## config.mk

```make
export PLATFORM = sky130hd
export DESIGN_NAME = traffic_request_detector
export DESIGN_NICKNAME = d
export VERILOG_FILES = /design/src/rtl/traffic_request_detector.sv
export SDC_FILE = /design/constraint.sdc
export NUM_CORES = 1
export LEC_CHECK = 0
export ABC_AREA = 1
export BUFFER_PORTS_ARGS = -buffer_cell sky130_fd_sc_hd__buf_2
export CAP_MARGIN = 40
export CORE_MARGIN = 2
export CORE_UTILIZATION = 54
export CTS_CLUSTER_DIAMETER = 50
export DETAILED_ROUTE_END_ITERATION = 8
export GPL_TIMING_DRIVEN = 1
export HOLD_SLACK_MARGIN = 0.02
export PLACE_DENSITY_LB_ADDON = 0.3
export REMOVE_ABC_BUFFERS = 1
export SETUP_SLACK_MARGIN = 0.3
export SYNTH_ARGS = -nofsm -noshare
export SYNTH_HDL_FRONTEND = slang
export SYNTH_SLANG_ARGS = --single-unit
```

## constraint.sdc

```tcl
create_clock -name clk -period 1.2 [get_ports clk]
set_input_delay 0.24 -clock clk [delete_from_list [all_inputs] [get_ports clk]]
set_output_delay 0.24 -clock clk [all_outputs]
set_load 0.1 [all_outputs]
```

## src/rtl/traffic_request_detector.sv

```systemverilog
// rtl/traffic_request_detector.sv - per-lane detector sync, debounce and request latch; optional starve alarm (TRAFFIC_STARVE_ALARM_EN)
module traffic_request_detector #(
    parameter int LANES           = 4,
    parameter int DEBOUNCE_CYCLES = 4,
    parameter int STARVE_CYCLES   = 200
) (
    input  logic             clk,
    input  logic             rst_n,
    input  logic [LANES-1:0] det_raw,
    input  logic [LANES-1:0] green_in,
    output logic [LANES-1:0] traffic,
    output logic [LANES-1:0] present,
    output logic [LANES-1:0] starve
);
    localparam int            CW       = $clog2(DEBOUNCE_CYCLES + 1);
    localparam logic [CW-1:0] CNT_LAST = CW'(DEBOUNCE_CYCLES - 1);
    localparam logic [CW-1:0] CNT_ONE  = CW'(1);

    typedef enum logic [1:0] {
        L_IDLE  = 2'b00,
        L_WAIT  = 2'b01,
        L_SERVE = 2'b10
    } lane_state_e;

    logic [LANES-1:0]          sync1_q;
    logic [LANES-1:0]          sync2_q;
    logic [LANES-1:0]          present_q;
    logic [LANES-1:0]          present_d;
    logic [LANES-1:0]          traffic_q;
    logic [LANES-1:0]          traffic_d;
    logic [LANES-1:0]          rise;
    logic [LANES-1:0][CW-1:0]  cnt_q;
    logic [LANES-1:0][CW-1:0]  cnt_d;
    lane_state_e               state_q [LANES];
    lane_state_e               state_d [LANES];

    // Debounce: present follows s2 only after it has differed for DEBOUNCE_CYCLES cycles
    always_comb begin
        present_d = present_q;
        rise      = '0;
        cnt_d     = '0;
        for (int i = 0; i < LANES; i++) begin
            if (sync2_q[i] != present_q[i]) begin
                if (cnt_q[i] == CNT_LAST) begin
                    present_d[i] = sync2_q[i];
                    rise[i]      = sync2_q[i];
                end else begin
                    cnt_d[i] = cnt_q[i] + CNT_ONE;
                end
            end
        end
    end

    // Lane FSM next state: service beats arrival; release from service re-arms if a car is still present
    always_comb begin
        traffic_d = '0;
        for (int i = 0; i < LANES; i++) begin
            state_d[i] = state_q[i];
            case (state_q[i])
                L_IDLE: begin
                    if (green_in[i])  state_d[i] = L_SERVE;
                    else if (rise[i]) state_d[i] = L_WAIT;
                end
                L_WAIT: begin
                    if (green_in[i]) state_d[i] = L_SERVE;
                end
                L_SERVE: begin
                    if (!green_in[i]) state_d[i] = present_q[i] ? L_WAIT : L_IDLE;
                end
                default: state_d[i] = L_IDLE;
            endcase
            traffic_d[i] = (state_d[i] == L_WAIT);
        end
    end

    // Synchroniser, debounce and lane state registers; traffic is registered from the next state
    always_ff @(posedge clk or negedge rst_n) begin
        if (!rst_n) begin
            sync1_q   <= '0;
            sync2_q   <= '0;
            present_q <= '0;
            traffic_q <= '0;
            cnt_q     <= '0;
            for (int i = 0; i < LANES; i++) state_q[i] <= L_IDLE;
        end else begin
            sync1_q   <= det_raw;
            sync2_q   <= sync1_q;
            present_q <= present_d;
            traffic_q <= traffic_d;
            cnt_q     <= cnt_d;
            for (int i = 0; i < LANES; i++) state_q[i] <= state_d[i];
        end
    end

    assign traffic = traffic_q;
    assign present = present_q;

`ifdef TRAFFIC_STARVE_ALARM_EN
    localparam int            SW       = $clog2(STARVE_CYCLES + 1);
    localparam logic [SW-1:0] WAIT_MAX = SW'(STARVE_CYCLES);
    localparam logic [SW-1:0] WAIT_ONE = SW'(1);

    logic [LANES-1:0][SW-1:0] wcnt_q;
    logic [LANES-1:0][SW-1:0] wcnt_d;
    logic [LANES-1:0]         starve_q;
    logic [LANES-1:0]         starve_d;

    // Wait timer counts cycles spent in L_WAIT, saturating; anything else (incl. entering service) clears it
    always_comb begin
        wcnt_d   = '0;
        starve_d = '0;
        for (int i = 0; i < LANES; i++) begin
            if (state_q[i] == L_WAIT && state_d[i] == L_WAIT) begin
                wcnt_d[i] = (wcnt_q[i] == WAIT_MAX) ? WAIT_MAX : wcnt_q[i] + WAIT_ONE;
            end
            starve_d[i] = (wcnt_d[i] == WAIT_MAX);
        end
    end

    // Wait timer and starve flag registers
    always_ff @(posedge clk or negedge rst_n) begin
        if (!rst_n) begin
            wcnt_q   <= '0;
            starve_q <= '0;
        end else begin
            wcnt_q   <= wcnt_d;
            starve_q <= starve_d;
        end
    end

    assign starve = starve_q;
`else
    assign starve = '0;
`endif

endmodule

```

==> impl_metrics.csv <==
group,metric,value,unit
critical_path,end_kind,"output pin",
hold_path,hp-class,"input pin to flop",
yosys,ys.warnings.count,0,
critical_path,rr_endpoint,"traffic[3]",
global_route,grt_max_degree,23,
placement,hpwl,1560,um
critical_path,rrSetupSlack,0.11,ns
cells_and_area,multi_input_area,617,um^2
yosys,synthSimpleGateAreaFrac,0.155,
clock_network,htreeDepth,2,
sta,tns,0,ns
floorplan,rows,18,
critical_path,startpoint_type,"flop",
yosys,synth_seq_area_share,0.650,
yosys,synth_mux_area_frac,0,
placement,portBuffers,17,
critical_path,cp_num_cells,1,
drt,avgViaCountPerCell,5.14,
floorplan,top_level_ports,22,
clock_network,clock_latency,0.33,ns
yosys,syn_inst,135,
global_route,grt_pass1_vias,993,
drt,dr.pass1.iters,4,
critical_path,r2r_cells,5,
critical_path,worst-path-buf-inv,1,
floorplan,core_area,0.00245,mm^2
sta,finalCritPeriodShare,0.987,
yosys,synth_fa_ha_area_frac,0.0361,
critical_path,worstSetupEndpoint,"present[2]",
placement,gp_congestion,0.703,
cells_and_area,diodes,0,
yosys,ys_ff_latch,36,
cells_and_area,area_growth,52.1,%
global_route,grt_util_all_layers,0.216,
yosys,ys_types,14,
critical_path,arrival,0.94,ns
critical_path,critical_path_peak_fanout,2,
sta,fin_worst_hold_slack,0.153,ns
yosys,synth_area_leaders,"dfrtp_1 (65%), nand2_1 (5.7%), inv_1 (5.4%)",
sta,drv_slew,0,
clock_network,cts_tree,"built",
sta,rsz0062_at_grt,"yes",
clock_network,cts_buffers,5,
sta,setup_viol,0,
drt,ant_nets,0,
cells_and_area,fill_cells,106,
pwr,pwr_density_cell,2330,mW/mm^2
cells_and_area,fin_nets,193,
yosys,synth_top_family_by_area,"simple AND/OR/NAND/NOR gates",
floorplan,fp.dieH,54.6,um
yosys,syn_avg_cell_area,10.3,um^2
yosys,syn_area,0.00139,mm^2
cells_and_area,final-seq-area,906,um^2
sta,finalHoldViolations,0,
clock_network,clk_pin_slew,0.10,ns
critical_path,max_stage_delay,0.44,ns
critical_path,crit_start,"present[2]",
yosys,synth_top_area_frac,0.650,
sta,max_freq,844,MHz
yosys,yosys.area.top_type,"dfrtp_1",
drt,vias,1079,
floorplan,die-area,0.00299,mm^2
yosys,synth-compound-area-share,0.0542,
clock_network,numClockSinks,36,
critical_path,crit_slowest_cell,"dfrtp_2",
global_route,grt-ovfl-total,0,
critical_path,crit_family,"flip-flops",
clock_network,cts-root-buf,"clkbuf_4",
clock_network,clock_path_buffers,2,
critical_path,critPathKind,"flop to output pin",
floorplan,start_util,0.564,
cells_and_area,drive_above_1_share,0.478,
critical_path,r2r_start,"cnt_q[9]",
drt,drt_iter0_drc,45,
pwr,p_leak,0.000993,uW
critical_path,cp_cell_sequence,"buf_12",
floorplan,chipWidth,54.6,um
status,status,"finished, final reports clean",
sta,fin_crit,1.18,ns
sta,skew,0.00282,ns
pwr,ir_worst_vdd,2.28,mV
pwr,total_power,4900,uW
job,cap_violations,0,
global_route,antenna_found_initial,0,
drt,routedWlPerCell,15.6,um
global_route,grt_pass1_wl,4220,um
drt,wl,3270,um
yosys,synth-xor-area-share,0.0253,
critical_path,crit_required,0.96,ns
drt,drc,0,
-- area by class of cell --
| class | instances | area share |
|---|---|---|
| Clock buffer | 8 | 0.0279 |
| Tap cell | 30 | 0.0178 |
| Inverter | 20 | 0.0404 |
| Sequential cell | 36 | 0.430 |
| Multi-Input combinational cell | 78 | 0.293 |
| Timing Repair Buffer | 38 | 0.191 |
-- layout by cell type, fill, tap and decap left out, drive strengths merged --
cell	count
xnor2	4
dlygate4sd3	5
nor3	5
buf	33
nand3	6
nand4	1
inv	20
ha	4
conb	4
clkbuf	8
nor2	18
nand2	21
a21oi	10
dfrtp	36
o21ai	5
-- flip-flops by register name, indices dropped and copies added, names as in the netlist --
register	count
sync1_q	4
state_q	8
sync2_q	4
traffic	4
present	4
cnt_q	12
-- synthesized netlist by cell type --
cell,number
nand4_1,1
nor3_1,5
o21ai_0,5
conb_1,1
nor2_2,3
nand2_1,21
nor2_1,15
ha_1,4
xnor2_1,4
inv_1,20
dfrtp_1,36
nand3_1,6
a21oi_1,10
buf_4,4
-- repair_timing --
action,4_1_cts,5_1_grt
gates cloned,0,0
resized for setup,44,25
endpoints found under the setup margin,30,32
pin swaps,16,16
hold buffers,5,0
hold endpoints to repair,18,0
buffers inserted,7,8
-- power breakdown --
group	switching [uW]	leakage (uW)	internal [uW]
sequential	232	0.000451	1470
clock	371	0.0000326	289
combinational	1450	0.000509	1090
total	2060	0.000993	2840
-- worst min path at each step --
stage / from / endpoint / depth (start not counted)
final: green_in[3] / state_q[1] / 3
after global routing: green_in[0] / state_q[7] / 3
after CTS: green_in[3] / state_q[1] / 3
after detailed placement: rst_n / present[0] / 1
after global placement: rst_n / present[0] / 1
after floorplan: rst_n / cnt_q[0] / 0
-- per-layer routing --
metal	share of wire	vias up	GRT usage
li1	-	505	-
met1	0.41	544	0.242
met2	0.55	28	0.365
met3	0.037	2	0.0765
met4	0.0031	0	0.100
met5	0	-	0
-- per-stage QoR --
step,utilization,std cells,setup slack (ns),instance area [um^2]
after floorplan,-,134,-0.228,1370
after global placement,0.664,182,0.216,1630
after detailed placement,0.664,182,0.142,1630
after CTS,0.798,202,0.0124,1960
after global routing,0.858,210,-0.0337,2110
final,0.858,210,0.0158,2110
-- kinds of logic after synthesis --
family / Yosys count
AOI/OAI and AO/OA: 15
xor gates and xnor gates: 4
adders and majority gates: 4
buffers and inverters: 24
DFF: 36
other: 1
and+or+nand+nor: 51
No activity file was read; power rests on OpenSTA's default activity.
